==> src/rtl/blackbox_test_pkg.sv <==
`default_nettype none
// ============================================================================
//  Module      : blackbox_test_pkg
//  Description : Shared types and helpers for the black-box accumulator stage.
//  Revision    : 1.0  initial release
// ============================================================================
package blackbox_test_pkg;

    typedef enum logic [0:0] {
        ACCUM = 1'b0,
        EMIT  = 1'b1
    } state_t;

    // Sample counter width; one spare bit keeps COUNT==1 at a legal 1-bit width.
    function automatic int cnt_width(input int count);
        return $clog2(count) + 1;
    endfunction

endpackage : blackbox_test_pkg
`default_nettype wire

==> src/rtl/blackbox_sat_add.sv <==
`default_nettype none
// ============================================================================
//  Module      : blackbox_sat_add
//  Description : Combinational accumulate operator. Wraps modulo 2^WIDTH, or
//                clamps to all-ones when BLACKBOX_ACCUM_SATURATE_EN is defined.
//  Revision    : 1.0  initial release
// ============================================================================
module blackbox_sat_add #(
    parameter int WIDTH = 16
) (
    input  logic [WIDTH-1:0] i_a,
    input  logic [WIDTH-1:0] i_b,
    output logic [WIDTH-1:0] o_sum
);

`ifdef BLACKBOX_ACCUM_SATURATE_EN
    logic [WIDTH:0] w_full;

    assign w_full = {1'b0, i_a} + {1'b0, i_b};
    assign o_sum  = w_full[WIDTH] ? {WIDTH{1'b1}} : w_full[WIDTH-1:0];
`else
    assign o_sum = i_a + i_b;
`endif

endmodule : blackbox_sat_add
`default_nettype wire

==> src/rtl/blackbox_accumulator.sv <==
`default_nettype none
// ============================================================================
//  Module      : blackbox_accumulator
//  Description : Ready/valid stage that sums COUNT accepted samples and emits
//                the total. Add mode set by BLACKBOX_ACCUM_SATURATE_EN in the
//                adder sub-module.
//  Revision    : 1.0  initial release
// ============================================================================
module blackbox_accumulator
    import blackbox_test_pkg::*;
#(
    parameter int WIDTH = 16,
    parameter int COUNT = 4
) (
    input  logic             clock,
    input  logic             reset,
    input  logic             in_valid,
    output logic             in_ready,
    input  logic [WIDTH-1:0] in_bits,
    output logic             out_valid,
    input  logic             out_ready,
    output logic [WIDTH-1:0] out_bits
);

    localparam int               CNT_W      = cnt_width(COUNT);
    localparam logic [CNT_W-1:0] c_cnt_last = CNT_W'(COUNT - 1);

    state_t           r_state;
    state_t           w_next_state;
    logic [WIDTH-1:0] r_acc;
    logic [WIDTH-1:0] r_out_bits;
    logic [CNT_W-1:0] r_cnt;
    logic [WIDTH-1:0] w_sum;
    logic             w_in_fire;
    logic             w_last;

    blackbox_sat_add #(
        .WIDTH (WIDTH)
    ) u_add (
        .i_a   (r_acc),
        .i_b   (in_bits),
        .o_sum (w_sum)
    );

    assign w_in_fire = in_valid && in_ready;
    assign w_last    = (r_cnt == c_cnt_last);

    always_ff @(posedge clock) begin
        if (reset) begin
            r_state <= ACCUM;
        end else begin
            r_state <= w_next_state;
        end
    end

    always_comb begin
        w_next_state = r_state;
        case (r_state)
            ACCUM:   if (w_in_fire && w_last) w_next_state = EMIT;
            EMIT:    if (out_ready)           w_next_state = ACCUM;
            default: w_next_state = ACCUM;
        endcase
    end

    // in_ready is masked by reset so nothing is accepted while reset is held.
    always_comb begin
        in_ready  = (r_state == ACCUM) && !reset;
        out_valid = (r_state == EMIT);
    end

    always_ff @(posedge clock) begin
        if (reset) begin
            r_acc      <= '0;
            r_cnt      <= '0;
            r_out_bits <= '0;
        end else if (w_in_fire) begin
            if (w_last) begin
                r_out_bits <= w_sum;
                r_acc      <= '0;
                r_cnt      <= '0;
            end else begin
                r_acc <= w_sum;
                r_cnt <= r_cnt + CNT_W'(1);
            end
        end
    end

    assign out_bits = r_out_bits;

endmodule : blackbox_accumulator
`default_nettype wire

==> config.mk <==
export PLATFORM = sky130hd
export DESIGN_NAME = blackbox_accumulator
export DESIGN_NICKNAME = d
export VERILOG_FILES = /design/src/rtl/blackbox_test_pkg.sv /design/src/rtl/blackbox_sat_add.sv /design/src/rtl/blackbox_accumulator.sv
export SDC_FILE = /design/constraint.sdc
export NUM_CORES = 1
export LEC_CHECK = 0
export CAP_MARGIN = 30
export CORE_ASPECT_RATIO = 0.75
export CORE_UTILIZATION = 40
export CTS_BUF_LIST = sky130_fd_sc_hd__clkbuf_8
export CTS_CLUSTER_DIAMETER = 100
export DETAILED_ROUTE_END_ITERATION = 8
export HOLD_SLACK_MARGIN = 0.12
export PLACE_DENSITY = 0.63
export SYNTH_ARGS = -nofsm -noshare
export SYNTH_HDL_FRONTEND = slang
export SYNTH_SLANG_ARGS = --single-unit
==> constraint.sdc <==
create_clock -name clock -period 2.9 [get_ports clock]
set_input_delay 0.58 -clock clock [delete_from_list [all_inputs] [get_ports clock]]
set_output_delay 0.58 -clock clock [all_outputs]
set_load 0.005 [all_outputs]
======== After elaboration in Yosys (flattened, before gate mapping) ========
Cells that the tools add are included.
Widths: inputs -> output; s select.
storage, ports and cells
  RAM bits ................................ 0
  latch bits .............................. 0
  register bits after elaboration ......... 36
  word-level logic and storage cells ...... 18
  bits in read-only memories .............. 0
  output and inout bits ................... 18
  memories ................................ 0
  input port bits ......................... 20
operators by class
  muxes and demuxes ....................... 5
  bitwise logic cells ..................... 1
  multipliers ............................. 0
  reductions and logical operators ........ 5
  magnitude comparators ................... 0
  divide/modulo/power cells ............... 0
  shift operators ......................... 0
  add/sub/neg operators ................... 2
  eq/ne operators ......................... 1
operators by type and width
  operator             count
  $add 16x16->16       1
  $mux 16              1
  $add 3x1->3 const B  1
  $eq 3x2->1 const B   1
  $logic_and 1x1->1    3
  $mux 3               1
  $mux 1               2
  $pmux 1 s2           1
  $reduce_and 2->1     1
  $logic_not 1->1      1
  $not 1->1            1

======== Logic depth before layout (Yosys ltp) ========
  depth after elaboration ................. 6
  depth in mapped cells ................... 9
  depth with buffers taken out ............ 9

======== Cells and area by module ========
Synthesis repeated with hierarchy kept, for this count alone.
second synthesis, totals
  cell total of the unflattened synthesis .. 263
  area total of the unflattened synthesis .. 2078.2 sq um
modules (own cells, without submodules)
  module                cells each  seq. area each (sq um)  times used  area each (sq um)
  blackbox_accumulator  165         720.7                   1           1353.8
  blackbox_sat_add      98          0.0                     1           724.4

======== Least setup slack after synthesis ========
Ideal clock, no wire load.
  kind .................................... input to register
  start point ............................. input port in_bits[0]
  end point ............................... register r_acc[12]
  required time ........................... 2.783 ns
  arrival ................................. 2.342 ns
  setup time .............................. 0.117 ns
  cell stages on the path ................. 9
  setup slack ............................. 0.441 ns
  path buffers ............................ 0
  path through ............................ ha_1 fa_1 a21o_1 a21oi_2 o21ai_1 and3_1 o32ai_2 xnor2_1 a22o_1
on the way
  longest elaborated chain between the ends .. 2
ends and longest elaborated chain
  item                  line                        text
  start, declared       blackbox_accumulator.sv:19  input logic [WIDTH-1:0] in_bits,
  $add 16x16->16        blackbox_sat_add.sv:22      assign o_sum = i_a + i_b;
  $mux 16               blackbox_accumulator.sv:77  if (w_last) begin
  end signal, assigned  blackbox_accumulator.sv:82  r_acc <= w_sum;
  end, declared         blackbox_accumulator.sv:30  logic [WIDTH-1:0] r_acc;
No other way between the ends.
A chain may end at the register's enable or synchronous reset.

======== Worst setup path after layout ========
Ends and elaborated chain as after synthesis.

==> out/results.txt <==
Count of maximum capacitance violations: 0. The clock passes through at most 2 buffers. Synthesis instantiated 52 different standard cells from the library.

After detailed routing, the average wire length per cell comes to 14.3 µm. In this run, the number of DRC markers left after iteration 0 of detailed routing was 55. For the number of nets produced by synthesis, the log shows 280. For this run, the post-layout net count is 332. The ratio of cells with drive above 1 in the final layout was 0.139. At the end of routability-driven placement, the weighted congestion stood at 0.827. The worst register-to-register path has a setup slack of 0.53 ns.

STA puts the critical path data arrival time at 2.95 ns. The post-CTS resize count was 0. CTS placed an instance of clkbuf_8 at the clock tree root.

The sum of net half-perimeters after detailed placement was 3.84 mm; the total area of multi-input combinational cells was 1300 µm². The startpoint type of the worst setup path is an input port. In the layout the commonest cells are clkdlybuf4s50_1, dfxtp_1, nand2_1. TritonCTS built the clock tree.

The startpoint identified for the worst register-to-register timing path is r_acc[0]$_SDFFE_PP0P_. By area the synthesized netlist is led by dfxtp_1, ha_1, a21oi_1. Number of buffers inserted by post-CTS setup repair: 0.

The final worst-path cycle share was 0.956; the number of cells on the worst hold path was 2. The maximum fanout along the worst path came out at 3. The run gives 0 as the number of DRC violations after detailed routing. Counting cells, the worst reg-to-reg path comes to 9. The count of final setup violators was 0.

The flow ran to the end, and the final reports show no timing, DRC or antenna violations. The floorplan step set the die width to 85.6 µm. The run gives 22 as the count of standard-cell rows. The first global-routing pass estimated 8.69 mm of wire. The post-synthesis cell area is 2090 µm². The worst setup path is of the input port to register kind. The sequential cells in the finished layout cover a total of 721 µm². Setup slack on the critical path of the routed design comes to 0.126 ns. Die outline height: 64.7 µm.

The number of antenna violations at the first check in global routing came out at 0. The sequential fraction of the synthesis area is 0.344, and the clock sink count is 36. Of all cell types, the one taking the most synthesized area is dfxtp_1.

Yosys printed 0 warnings. The die covers 5530 µm². Counting the buffers created by CTS gives 5. Entering global routing, the biggest net connects 19 pins.

Once detail routing completed, the nets flagged for antenna violations numbered 0. Summed over all layers, the routed wires come to 5.10 mm. The tightest hold path in the finished design has a slack of 0.456 ns.

For the finished layout, the period the worst path requires is 2.77 ns. Via count of the first global-routing pass: 1,785. In this run the critical register-to-register path is captured at r_acc[12]$_SDFFE_PP0P_.

Dividing total power by cell area gives a power density of 504 nW/µm². For the number of hold-slack violations in the final timing report, the log shows 0. The min-delay analysis places its worst path in the category register to register. Clock-pin slew on the worst setup and hold paths: 0.07 ns.

The portion of synthesized cell area occupied by the leading cell type was 0.344. Number of vias per cell: 5.28. The run gives 4950 µm² as the floorplan core area.

The worst setup path is captured at a register. The number of hold-repair buffers added at the cts stage came out at 0. Setup repair after global routing left no endpoint under its margin. The worst hold path begins at out_bits[0]$_SDFFE_PP0P_. The synthesized instance count is 243, and the leakage power is 1.12 nW. The run gives 0.485 as the worst slew margin relative to its limit. The share of flip-flops with an asynchronous set or reset is 0, and the count of pins over their slew limit is 0. Relative to the synthesized area, the layout overhead comes to 30.7%. Depth of the CTS H-tree: 2. The clock arrives with 0.00621 ns of skew. The antenna diode count is 0. The number of buffer cells added on primary ports was 37.

For the worst-skew pair, the clock arrives at the later sink with an insertion delay of 0.29 ns. The setup TNS after final layout is 0 ns. Power comes to 1.38 mW.

Pre-CTS setup slack: -0.144 ns. The via count is 1,880. At the pin with the least slew margin, the transition time is 0.773 ns.

Dividing the synthesized area by the synthesized cell count gives 8.62 µm². The most common cell after layout, fill and taps aside was clkdlybuf4s50_1. After filler insertion, the fill cell instance count of the layout stands at 469. The leftover overflow at the end of global routing was 0.

Endpoint with the worst hold slack: out_bits[0]$_SDFFE_PP0P_. The register bit total from synthesis works out to 36. The logs give 0.361 GHz for the highest achievable clock rate and 0.423 for the effective utilization at floorplan. The total routing usage reported by global routing came out at 0.201. For the boundary pin count, the log shows 38.

Counting flops with a built-in enable in the synthesized netlist gives 0. The first TritonRoute pass finished after 4 iterations. IR analysis of the VDD net gives a maximum drop of 0.000202 V. The predominant post-synthesis flop cell is dfxtp_1.

At the worst endpoint, the required time is 3.08 ns.
-- state kept, by name (all words and copies together) (netlist names) --
register and flops:
r_acc 16, r_cnt 3, out_bits 16, out_valid 1
-- per-layer routing --
metal / track usage / up-vias / share of wire
li1: - / 979 / -
met1: 0.275 / 855 / 0.52
met2: 0.325 / 42 / 0.43
met3: 0.0446 / 4 / 0.045
met4: 0.0458 / 0 / 0.0071
met5: 0 / - / 0
-- where the power goes --
part	switching (mW)	total [mW]	internal [mW]
clock	0.185	0.489	0.304
sequential	0.0176	0.538	0.521
combinational	0.187	0.352	0.165
total	0.390	1.38	0.989
-- stage by stage --
step	instances	util	area (µm²)
after global routing	356	0.553	2740
after CTS	356	0.553	2740
after global placement	348	0.527	2610
after detailed placement	348	0.527	2610
after floorplan	243	-	2090
final	356	0.553	2740
-- Yosys cell counts, types with 2 or more instances --
cell and instances:
a211oi_1 2, a21o_1 6, a21oi_1 23, a21oi_2 2
a21oi_4 2, a22o_1 7, a22oi_1 7, a31oi_1 2
and3_1 7, clkbuf_1 5, dfxtp_1 36, ha_1 16
inv_1 4, nand2_1 28, nand2b_1 2, nand3_1 2
nand3b_1 2, nand4_1 2, nor2_1 26, nor2b_1 2
nor3_1 4, o211ai_1 2, o21a_1 3, o21ai_0 9
o21ai_1 4, or2_2 2, xnor2_1 9, xor2_1 3
-- cell families (layout without fill, tap and decap cells) --
group / count (synthesis) / after routing / synth area share
flip-flops: 36 / 36 / 0.344
AND/OR/NAND/NOR: 90 / 90 / 0.222
AO/OA/AOI/OAI: 74 / 74 / 0.243
adder cells (fa/ha/maj): 17 / 17 / 0.105
buffers and inverters: 14 / 67 / 0.0358
XOR/XNOR: 12 / 12 / 0.0502
-- cell type report --
cell class              count  share of cell area
repair buffers             54               0.182
multi-input cells         193               0.474
inverters                   5             0.00686
clock inverters             1              0.0110
flip-flops and latches     36               0.263
well taps                  60              0.0274
clock buffers               7              0.0352
-- worst max-delay path by stage --
stage          startpoint                     end  slack (ns)
2_1_floorplan  in_bits[0]  r_acc[12]$_SDFFE_PP0P_        0.44
3_3_place_gp   in_bits[0]  r_acc[12]$_SDFFE_PP0P_       -0.08
3_5_place_dp   in_bits[0]  r_acc[12]$_SDFFE_PP0P_       -0.14
4_1_cts        in_bits[0]  r_acc[12]$_SDFFE_PP0P_        0.13
5_1_grt        in_bits[0]  r_acc[12]$_SDFFE_PP0P_        0.03
6_report       in_bits[0]  r_acc[12]$_SDFFE_PP0P_        0.13
-- worst max-delay path: stages --
cell	delay (ns)
clkdlybuf4s50_1	0.40
ha_1	0.22
fa_1	0.40
a21o_1	0.21
a21oi_2	0.20
o21ai_1	0.10
and3_1	0.21
o32ai_2	0.31
xnor2_1	0.13
a22o_1	0.19
No activity file was read; power rests on OpenSTA's default activity.
